**config.mk**
```make
export PLATFORM = sky130hd
export DESIGN_NAME = sar_search4
export DESIGN_NICKNAME = d
export VERILOG_FILES = /design/src/rtl/sar_pkg.sv /design/src/rtl/sar_search4.sv
export SDC_FILE = /design/constraint.sdc
export NUM_CORES = 1
export LEC_CHECK = 0
export CELL_PAD_IN_SITES_DETAIL_PLACEMENT = 1
export CELL_PAD_IN_SITES_GLOBAL_PLACEMENT = 1
export CORE_MARGIN = 4
export CORE_UTILIZATION = 30
export CTS_CLUSTER_DIAMETER = 60
export DETAILED_ROUTE_END_ITERATION = 7
export GPL_ROUTABILITY_DRIVEN = 0
export GPL_TIMING_DRIVEN = 0
export PLACE_DENSITY = 0.76
export SLEW_MARGIN = 30
export SYNTH_ARGS = -nofsm -noshare
export SYNTH_HDL_FRONTEND = slang
export SYNTH_SLANG_ARGS = --single-unit
```
**constraint.sdc**
```tcl
create_clock -name clk -period 2.9 [get_ports clk]
set_clock_uncertainty 0.15 [all_clocks]
set_input_delay 0.58 -clock clk [delete_from_list [all_inputs] [get_ports clk]]
set_output_delay 0.58 -clock clk [all_outputs]
set_load 0.05 [all_outputs]
```
**src/rtl/sar_pkg.sv**
```systemverilog
// Shared types and helpers for the successive-approximation search block.
// Holds the FSM state encoding, the default search width and the
// {gt,lt,eq} comparator-code type with its legal one-hot values.
package sar_pkg;

    localparam int SAR_WIDTH = 4;

    typedef enum logic [1:0] {
        ST_IDLE  = 2'd0,
        ST_PROBE = 2'd1,
        ST_DONE  = 2'd2
    } sar_state_e;

    // Comparator flags packed as {gt, lt, eq}
    typedef logic [2:0] cmp_code_t;

    localparam cmp_code_t CMP_GT = 3'b100;
    localparam cmp_code_t CMP_LT = 3'b010;
    localparam cmp_code_t CMP_EQ = 3'b001;

    // A healthy comparator raises exactly one flag; anything else is illegal
    function automatic logic cmp_illegal(input cmp_code_t code);
        return !((code == CMP_GT) || (code == CMP_LT) || (code == CMP_EQ));
    endfunction

endpackage

```
**src/rtl/sar_search4.sv**
```systemverilog
// Successive-approximation search controller. Drives a trial value to an
// external comparator whose other operand is the unknown target, and
// converges MSB-first on that target in WIDTH probe cycles.
//
// Optional feature macro: SAR_EARLY_EXIT_EN
//   defined   - an eq flag during a probe finishes the search at once
//   undefined - eq is treated as "keep bit"; all WIDTH probes always run
//
// Handshake: start is a request sampled only in IDLE; a high start there
// launches one search on the next edge. start in PROBE or DONE is dropped,
// nothing is queued. done is a one-cycle pulse with result and err valid;
// result holds until the next done, err holds until the next start.
// busy is high exactly while probing and never overlaps done.
module sar_search4
    import sar_pkg::*;
#(
    parameter int WIDTH = SAR_WIDTH
) (
    input  logic             clk,
    input  logic             rst_n,
    input  logic             start,
    output logic [WIDTH-1:0] trial,
    input  logic             cmp_gt,
    input  logic             cmp_lt,
    input  logic             cmp_eq,
    output logic             busy,
    output logic             done,
    output logic [WIDTH-1:0] result,
    output logic             err,
    output logic [1:0]       dbg_state
);

    localparam int IW = (WIDTH > 1) ? $clog2(WIDTH) : 1;
    localparam logic [IW-1:0]    IDX_TOP    = IW'(WIDTH - 1);
    localparam logic [WIDTH-1:0] TRIAL_INIT = WIDTH'(1) << (WIDTH - 1);

    sar_state_e    state;
    logic [IW-1:0] idx;

    cmp_code_t        code;
    logic             code_bad;
    logic             early_hit;
    logic [WIDTH-1:0] kept_trial;
    logic [WIDTH-1:0] next_trial;

    assign code      = {cmp_gt, cmp_lt, cmp_eq};
    assign code_bad  = cmp_illegal(code);
    assign dbg_state = state;

`ifdef SAR_EARLY_EXIT_EN
    assign early_hit = (code == CMP_EQ);
`else
    assign early_hit = 1'b0;
`endif

    // Decide the current bit from the comparator, then tentatively set the next lower bit
    always_comb begin
        kept_trial = trial;
        if (code == CMP_GT) begin
            kept_trial[idx] = 1'b0;
        end
        next_trial = kept_trial;
        if (idx != '0) begin
            next_trial[idx - IW'(1)] = 1'b1;
        end
    end

    // Search FSM with registered trial, index and status outputs
    always_ff @(posedge clk or negedge rst_n) begin
        if (!rst_n) begin
            state  <= ST_IDLE;
            trial  <= '0;
            idx    <= IDX_TOP;
            busy   <= 1'b0;
            done   <= 1'b0;
            result <= '0;
            err    <= 1'b0;
        end else begin
            case (state)
                ST_IDLE: begin
                    done <= 1'b0;
                    if (start) begin
                        trial <= TRIAL_INIT;
                        idx   <= IDX_TOP;
                        err   <= 1'b0;
                        busy  <= 1'b1;
                        state <= ST_PROBE;
                    end
                end
                ST_PROBE: begin
                    if (code_bad) begin
                        // Comparator misbehaved: report the trial as it stood
                        err    <= 1'b1;
                        result <= trial;
                        busy   <= 1'b0;
                        done   <= 1'b1;
                        state  <= ST_DONE;
                    end else if (early_hit) begin
                        result <= trial;
                        busy   <= 1'b0;
                        done   <= 1'b1;
                        state  <= ST_DONE;
                    end else if (idx == '0) begin
                        trial  <= kept_trial;
                        result <= kept_trial;
                        busy   <= 1'b0;
                        done   <= 1'b1;
                        state  <= ST_DONE;
                    end else begin
                        trial <= next_trial;
                        idx   <= idx - IW'(1);
                    end
                end
                ST_DONE: begin
                    done  <= 1'b0;
                    state <= ST_IDLE;
                end
                default: begin
                    busy  <= 1'b0;
                    done  <= 1'b0;
                    state <= ST_IDLE;
                end
            endcase
        end
    end

endmodule
```
==> run_results.csv, run 1 <==
group,metric,value,unit
run_status,status,"complete, no violations",
grt,grt_pass1_vias,710,
yosys,synthesis.area,811,µm²
place,dp.cells,119,
setup_path,cp_cell_sequence,"clkdlybuf4s50_1",
layout,drive_gt1_share,19.4,%
setup_path,worst_setup_path_start_kind,"register",
clock_tree,clockBufferDepth,2,
layout,diodes,0,
grt,grt.met1_usage,19.0,%
floorplan,die_w,60.0,µm
clock_tree,cts_buffers,3,
sta,fmax,421,MHz
yosys,synth-xor-area-share,1.08,%
grt,grt_max_degree,16,
yosys,syn_avg_cell_area,11.4,µm²
setup_path,critPathTopFamily,"buffers and inverters",
routing,viasPerCell,5.15,
clock_tree,cts_tree,"yes",
power_and_ir_drop,p_sw_share,49.4,%
yosys,yosysSeqAreaShare,46.6,%
sta,maxSlewHeadroom,51.5,%
setup_path,cp_slowest_cell,"clkdlybuf4s50_1",
sta,finalHoldViolations,0,
yosys,ys_ff_latch,15,
power_and_ir_drop,peakVddDrop,0.714,mV
setup_path,critPathMaxStageDelay,860,ps
min_path,hold_start,"done",
layout,fin_area,1060,µm²
routing,vias,634,
routing,drcViolationCount,0,
layout,nNetsFinal,104,
yosys,syn_nets,81,
sta,worst_pin_slew,726,ps
min_path,hold-path-endpoint,"done",
yosys,synth_fa_ha_area_share,6.17,%
sta,final.setup.tns,0,ps
min_path,hold_depth,1,
grt,overflow,0,
clock_tree,clock_latency,300,ps
floorplan,core,2520,µm²
power_and_ir_drop,clockPowerShare,10.8,%
place,dpl.hpwl,1550,µm
routing,wl_per_cell,16.5,µm
clock_tree,hold_buffers,0,
sta,fin_crit_sh,81.9,%
grt,grt.total_usage,14.0,%
yosys,synth_top_family_by_area,"compound AO/OA/AOI/OAI gates",
grt,grt_pass1_wl,3660,µm
grt,use_met3,4.54,%
yosys,synthMuxAreaShare,10.5,%
yosys,syn_inst,71,
power_and_ir_drop,power_density,1150,nW/µm²
power_and_ir_drop,switchingPower,0.602,mW
sta,setup_viol,0,
power_and_ir_drop,p_int,0.617,mW
power_and_ir_drop,seqPwrFrac,31.5,%
yosys,yosysWarnings,0,
yosys,synthDistinctLibCells,30,
power_and_ir_drop,leakagePower,0.483,nW
layout,final_cell_count_no_fill,123,
floorplan,die_h,60.0,µm
layout,finalCoreUtilization,42.0,%
place,dp_slack,321,ps
sta,rsz0062_at_grt,"false",
clock_tree,path_clk_slew,110,ps
sta,maxSlewViolCount,0,
min_path,hp-class,"reg -> reg",
clock_tree,htree_levels,1,
floorplan,ios,19,
clock_tree,cts_resized,0,
routing,ant_nets,0,
grt,gr-usage-met2,21.0,%
grt,grt-busiest-layer,"met2",
setup_path,reg2reg_depth,6,
sta,period_needed,2380,ps
setup_path,crit_arrival,1650,ps
setup_path,critPathBufInv,1,
clock_tree,post-cts-setup-buffers,0,
setup_path,worstSetupPathType,"reg -> out",
clock_tree,cts.sinks,15,
floorplan,dieArea,3600,µm²
clock_tree,cts_root_buf,"clkbuf_4",
place,placed_area,1030,µm²
setup_path,reg2reg_from,"idx[0]",
floorplan,start_util,32.1,%
setup_path,cp-end-kind,"output pin",
yosys,synth_compound_area_share,18.7,%
setup_path,r2r_slack,630,ps
setup_path,worstPathMaxFanout,6,
grt,antenna_found_initial,0,
sta,setup_ws,524,ps
floorplan,num_rows,18,
yosys,synthSimpleGateAreaFrac,13.6,%
run,timing.max_cap.violations,0,
routing,drt-initial-drc-count,24,
place,io_buffers,18,
routing,drt-pass1-iter-count,2,
routing,routed_wirelength,2030,µm
setup_path,critPathRequiredTime,2170,ps
setup_path,r2r-end,"result[0]",
power_and_ir_drop,power_frac_comb,57.7,%
layout,area_growth,30.6,%
-- cell families (layout without fill, tap and decap cells) --
family	Yosys count	count (layout)
fa+ha+maj	4	4
flops	15	15
mux	8	8
compound gates	18	18
xor+xnor	1	1
buf+inv	7	29
simple gates	18	18
-- per-layer routing --
layer  vias to the layer above  routed length (µm)
met5                         -                   0
met3                         4                  85
met1                       315                 964
met2                        13                 956
li1                        302                   -
met4                         0                  28
-- how the worst max path moves through the flow --
| stage | startpoint | end | slack, ps | cells after the start |
|---|---|---|---|---|
| after CTS | dbg_state[1] | dbg_state[1] | 510 | 1 |
| after global routing | dbg_state[1] | dbg_state[1] | 440 | 1 |
| after global placement | cmp_eq | result[3] | 350 | 4 |
| final | dbg_state[1] | dbg_state[1] | 520 | 1 |
| after floorplan | idx[0] | result[0] | 820 | 6 |
| after detailed placement | cmp_eq | result[2] | 320 | 4 |
-- final cells by class --
class / instances / area, µm²
inverter: 6 / 22.5
clock buffer: 3 / 22.5
sequential: 15 / 378
fill: 293 / 1460
buffer: 1 / 5.00
tap: 30 / 37.5
multi-input combinational: 49 / 405
clock inverter: 1 / 7.51
timing repair buffer: 18 / 180
-- registers in the layout, indices dropped and copies added, names as in the netlist --
register   flops
result         4
trial          4
dbg_state      2
idx            2
busy           1
done           1
err            1
-- cell usage in the layout (no fill, tap or decap) --
master,count
o2111ai_1,1
xor2_1,1
a2111oi_4,1
a22o_2,1
a21oi_1,1
ha_1,4
mux2_2,4
or3b_2,2
and3_1,1
nor4b_1,1
clkdlybuf4s50_1,18
nor2_1,3
o211ai_1,1
a2bb2oi_1,1
a21o_1,2
and4bb_2,1
clkbuf_2,1
o21ai_0,4
mux2i_1,4
nor2_2,1
o31a_1,1
inv_1,6
dfrtp_1,13
o32ai_1,1
clkbuf_4,3
clkinvlp_4,1
nor3b_1,2
nor2b_1,2
a21boi_0,3
nand2_1,4
nand3_1,1
a21o_2,1
dfstp_2,2
-- cells in the mapped netlist --
library cell / count / area [µm²]
a21o_2: 1 / 8.76
dfrtp_1: 13 / 325
clkbuf_2: 1 / 5.00
and4bb_2: 1 / 12.5
o211ai_1: 1 / 7.51
o21ai_0: 4 / 20.0
mux2_2: 4 / 45.0
o32ai_1: 1 / 8.76
a2bb2oi_1: 1 / 8.76
nor2_1: 3 / 11.3
nand2_1: 4 / 15.0
mux2i_1: 4 / 40.0
a2111oi_4: 1 / 27.5
nand3_1: 1 / 5.00
xor2_1: 1 / 8.76
a21boi_0: 3 / 22.5
o2111ai_1: 1 / 8.76
nor3b_1: 2 / 15.0
inv_1: 6 / 22.5
nor2b_1: 2 / 12.5
a21oi_1: 1 / 5.00
dfstp_2: 2 / 52.6
or3b_2: 2 / 17.5
o31a_1: 1 / 8.76
a22o_2: 1 / 10.0
nor4b_1: 1 / 8.76
and3_1: 1 / 6.26
nor2_2: 1 / 6.26
a21o_1: 2 / 15.0
ha_1: 4 / 50.1
-- power groups by stage --
stage	combinational, mW	clock [mW]	sequential, mW
floorplan	0.231	0	0.625
global placement	0.697	0	0.381
detailed placement	0.710	0	0.389
CTS	0.715	0.138	0.385
global route	0.764	0.148	0.403
finish	0.704	0.131	0.384
-- metrics by stage --
stage	total power, mW	hold WS (ps)
floorplan	0.856	134
global placement	1.08	317
detailed placement	1.10	323
CTS	1.24	349
global route	1.31	392
finish	1.22	342
No activity file was read; power rests on OpenSTA's default activity.
==> run 2: changes to the inputs <==
==> constraint.sdc (replaced) <==
create_clock -name clk -period 2.19 [get_ports clk]
set_clock_uncertainty 0.15 [all_clocks]
set_input_delay 0.438 -clock clk [delete_from_list [all_inputs] [get_ports clk]]
set_output_delay 0.438 -clock clk [all_outputs]
set_load 0.05 [all_outputs]
==> run_results.csv, run 2 (synthesized netlist as in run 1, its figures left out) <==
group,metric,value,unit
sta,maxSlewViolCount,0,
clock_tree,cts_buffers,3,
floorplan,start_util,32.1,%
floorplan,core,2520,µm²
clock_tree,clockBufferDepth,2,
setup_path,cp_slowest_cell,"clkdlybuf4s50_1",
layout,area_growth,35.3,%
floorplan,ios,19,
routing,routed_wirelength,2070,µm
clock_tree,cts_tree,"yes",
clock_tree,hold_buffers,0,
layout,fin_area,1100,µm²
clock_tree,clock_latency,300,ps
setup_path,reg2reg_depth,6,
run_status,status,"complete, no violations",
grt,grt_pass1_vias,714,
routing,vias,645,
routing,drcViolationCount,0,
place,io_buffers,18,
routing,met3_length,84,µm
layout,reg_top3,"result: 4 flops, trial: 4 flops",
setup_path,critPathMaxStageDelay,820,ps
place,dp_slack,-247,ps
layout,nNetsFinal,106,
setup_path,worstPathMaxFanout,4,
layout,nFillCells,288,
sta,fin_crit_sh,96.0,%
setup_path,critPathTopFamily,"buffers and inverters",
min_path,hold_start,"done",
clock_tree,cts.sinks,15,
routing,top_layer_used,"met4",
floorplan,dieArea,3600,µm²
layout,diodes,0,
run,timing.max_cap.violations,0,
clock_tree,path_clk_slew,110,ps
routing,dr_wl_met2,970,µm
floorplan,die_w,60.0,µm
layout,layout_commonest_cell,"clkdlybuf4s50_1",
sta,setup_ws,87.1,ps
setup_path,reg2reg_from,"idx[0]",
sta,period_needed,2100,ps
clock_tree,htree_levels,1,
setup_path,cp_cell_sequence,"clkdlybuf4s50_1",
routing,drt-pass1-iter-count,2,
grt,antenna_found_initial,0,
routing,met1Wirelength,985,µm
routing,wl_per_cell,16.5,µm
routing,drt-initial-drc-count,13,
sta,setup_viol,0,
setup_path,critPathBufInv,1,
setup_path,critPathRequiredTime,1600,ps
routing,viasPerCell,5.16,
clock_tree,cts_root_buf,"clkbuf_4",
floorplan,die_h,60.0,µm
sta,fmax,476,MHz
min_path,hp-class,"reg -> reg",
power_and_ir_drop,power_density,1490,nW/µm²
power_and_ir_drop,peakVddDrop,0.939,mV
routing,ant_nets,0,
grt,grt_max_degree,16,
grt,overflow,0,
grt,grt_pass1_wl,3670,µm
sta,holdWs,342,ps
sta,worst_pin_slew,694,ps
setup_path,worst_setup_path_start_kind,"register",
sta,finalHoldViolations,0,
setup_path,worstSetupPathType,"reg -> out",
place,dpl.hpwl,1550,µm
setup_path,crit_arrival,1510,ps
sta,maxSlewHeadroom,53.6,%
layout,drive_gt1_share,24.2,%
place,placed_area,1030,µm²
layout,final_cell_mix,"clkdlybuf4s50_1, dfrtp_1, inv_1",
setup_path,r2r-end,"result[0]",
min_path,hold_depth,1,
setup_path,cp-end-kind,"output pin",
setup_path,r2r_slack,150,ps
power_and_ir_drop,leakagePower,0.521,nW
min_path,hold-path-endpoint,"done",
sta,rsz0062_at_grt,"false",
floorplan,num_rows,18,
grt,grt.total_usage,14.1,%
==> run 2: cell types whose count changed in the layout (fill, tap and decap cells not counted), moves of 2 or more <==
cell,delta
buf_4,+3
dlygate4sd2_1,+2
clkdlybuf4s50_1,-4
dlymetal6s2s_1,+2
==> run 2: final cells by class <==
class / count / area (µm²) / area share (%)
Clock buffer: 3 / 22.5 / 2.05
Inverter: 6 / 22.5 / 2.05
Clock inverter: 1 / 7.51 / 0.684
Sequential cell: 15 / 378 / 34.4
Tap cell: 30 / 37.5 / 3.42
Timing Repair Buffer: 20 / 198 / 18.0
Multi-Input combinational cell: 49 / 424 / 38.7
Buffer: 1 / 7.51 / 0.684
==> run 2: power by group <==
group	switching [mW]	total, mW	leakage [nW]	internal (mW)
clock network	0.103	0.173	0.0139	0.0695
registers	0.0992	0.498	0.183	0.399
logic	0.600	0.959	0.324	0.359
total	0.803	1.63	0.521	0.828
==> run 2: how the worst max path moves through the flow <==
stage	from	to	slack [ps]	depth (start not counted)
5_1_grt	idx[0]	trial[0]	5	6
2_1_floorplan	idx[0]	result[0]	110	6
6_report	trial[1]	trial[1]	90	1
3_3_place_gp	cmp_eq	result[3]	-220	4
3_5_place_dp	cmp_eq	result[2]	-250	4
4_1_cts	cmp_lt	result[0]	10	4
==> run 2: per-layer routing <==
metal,global-route usage (%),vias up
met1,19.1,321
met3,4.54,4
met2,21.0,14
met4,4.75,0
li1,-,306
met5,0,-
==> run 2: per-stage QoR <==
step | setup TNS (ps) | instances | util (%) | total power [mW]
after floorplan | 0 | 71 | - | 1.13
after global placement | -860 | 119 | 40.8 | 1.43
after detailed placement | -1240 | 119 | 40.8 | 1.46
after CTS | 0 | 123 | 42.2 | 1.63
after global routing | 0 | 125 | 43.5 | 1.76
final | 0 | 125 | 43.5 | 1.63
==> run 2: timing repair <==
action / 4_1_cts / 5_1_grt
pin swaps: 1 / 1
buffers inserted: 0 / 2
endpoints found under the setup margin: 7 / 5
gates resized for setup: 4 / 5
==> run 3: changes to the inputs <==
--- a/config.mk
+++ b/config.mk
@@ -13,7 +13,7 @@
 export DETAILED_ROUTE_END_ITERATION = 7
 export GPL_ROUTABILITY_DRIVEN = 0
 export GPL_TIMING_DRIVEN = 0
-export PLACE_DENSITY = 0.76
+export PLACE_DENSITY = 0.74
 export SLEW_MARGIN = 30
 export SYNTH_ARGS = -nofsm -noshare
 export SYNTH_HDL_FRONTEND = slang
==> run_results.csv, run 3 (synthesized netlist as in run 1, its figures left out) <==
group,metric,value,unit
sta,period_needed,2110,ps
clock_tree,cts_tree,"yes",
clock_tree,clockBufferDepth,2,
floorplan,num_rows,18,
clock_tree,htree_levels,1,
grt,grt_pass1_vias,730,
grt,grt.total_usage,12.7,%
setup_path,worstPathMaxFanout,9,
routing,drcViolationCount,0,
routing,vias,648,
clock_tree,cts_root_buf,"clkbuf_4",
sta,setup_viol,0,
place,io_buffers,18,
routing,drt-pass1-iter-count,4,
power_and_ir_drop,leakagePower,0.551,nW
grt,antenna_found_initial,0,
setup_path,worst_setup_path_start_kind,"register",
floorplan,core,2520,µm²
routing,ant_nets,0,
grt,overflow,0,
grt,grt_pass1_wl,3410,µm
floorplan,start_util,32.1,%
layout,reg_top3,"result: 4 flops, trial: 4 flops",
floorplan,ios,19,
setup_path,worstSetupPathType,"reg -> reg",
sta,maxSlewViolCount,0,
sta,maxSlewHeadroom,52.3,%
layout,finalCoreUtilization,44.9,%
layout,nNetsFinal,109,
min_path,hp-class,"reg -> reg",
routing,wl_per_cell,16.6,µm
floorplan,dieArea,3600,µm²
floorplan,die_w,60.0,µm
clock_tree,cts_buffers,3,
routing,drt-initial-drc-count,18,
sta,worst_pin_slew,714,ps
clock_tree,clock_latency,280,ps
sta,fmax,473,MHz
setup_path,critPathRequiredTime,2230,ps
floorplan,die_h,60.0,µm
routing,viasPerCell,5.06,
sta,finalHoldViolations,0,
setup_path,cp-end-kind,"register",
layout,final_cell_mix,"clkdlybuf4s50_1, dfrtp_1, inv_1, buf_4",
layout,drive_gt1_share,25.5,%
run_status,status,"complete, no violations",
power_and_ir_drop,power_density,1490,nW/µm²
sta,fin_crit_sh,96.5,%
run,timing.max_cap.violations,0,
layout,area_growth,39.7,%
layout,layout_commonest_cell,"clkdlybuf4s50_1",
layout,diodes,0,
power_and_ir_drop,total_power,1.69,mW
layout,nFillCells,284,
clock_tree,path_clk_slew,100,ps
place,dpl.hpwl,1480,µm
clock_tree,cts.sinks,15,
setup_path,crit_arrival,2150,ps
power_and_ir_drop,peakVddDrop,0.912,mV
grt,grt_max_degree,16,
routing,routed_wirelength,2120,µm
==> run 3: through the flow <==
step	area (µm²)	std cells	setup TNS [ps]	setup WS [ps]	hold WS [ps]
global route	1130	128	-7.58	-7.58	382
finish	1130	128	0	76.8	350
floorplan	811	71	0	107	-7.59
global placement	1030	119	-920	-226	326
detailed placement	1030	119	-1320	-306	328
CTS	1070	124	-21.8	-18.3	355
==> run 3: power by group <==
part           switching (mW)  internal, mW  total (mW)
Combinational           0.616         0.406        1.02
Clock                  0.0956        0.0678       0.163
Sequential              0.104         0.400       0.504
==> run 3: final timing paths <==
kind / from / slack [ps] / to / depth (start not counted)
worst max-delay path: idx[0] / 80 / done / 8
worst min-delay path: done / 350 / done / 1
worst max register to register: idx[0] / 80 / done / 8
worst min register to register: done / 350 / done / 1
max in group asynchronous: rst_n / 1020 / trial[2] / 1
min in group asynchronous: rst_n / 420 / trial[3] / 1
==> run 3: area by class of cell <==
| class | instances | area [µm²] | area share (%) |
|---|---|---|---|
| Clock buffer | 3 | 22.5 | 1.99 |
| Buffer | 1 | 11.3 | 0.994 |
| Clock inverter | 1 | 5.00 | 0.442 |
| Timing Repair Buffer | 23 | 220 | 19.4 |
| Sequential cell | 15 | 378 | 33.4 |
| Inverter | 6 | 22.5 | 1.99 |
| Multi-Input combinational cell | 49 | 435 | 38.5 |
| Tap cell | 30 | 37.5 | 3.31 |
==> run 3: critical path, stage by stage (launching register included) <==
cell and delay, ps:
dfstp_2 590, inv_2 70, ha_1 200, buf_6 140, nor4b_4 260, a2111oi_4 80, buf_4 200, buf_4 140
a21o_2 170
==> run 3: layer usage <==
layer	routed length, µm	vias to the layer above	GRT usage [%]
met4	6	0	4.75
li1	-	311	-
met2	1020	16	20.2
met3	101	2	1.73
met5	0	-	0
met1	987	319	17.4
==> run 3: repair_timing <==
item / CTS / global route
pin swaps: 1 / 1
cloned: 0 / 0
hold buffers: 0 / 0
resized for setup: 4 / 10
endpoints found under the setup margin: 7 / 6
setup buffers: 1 / 4
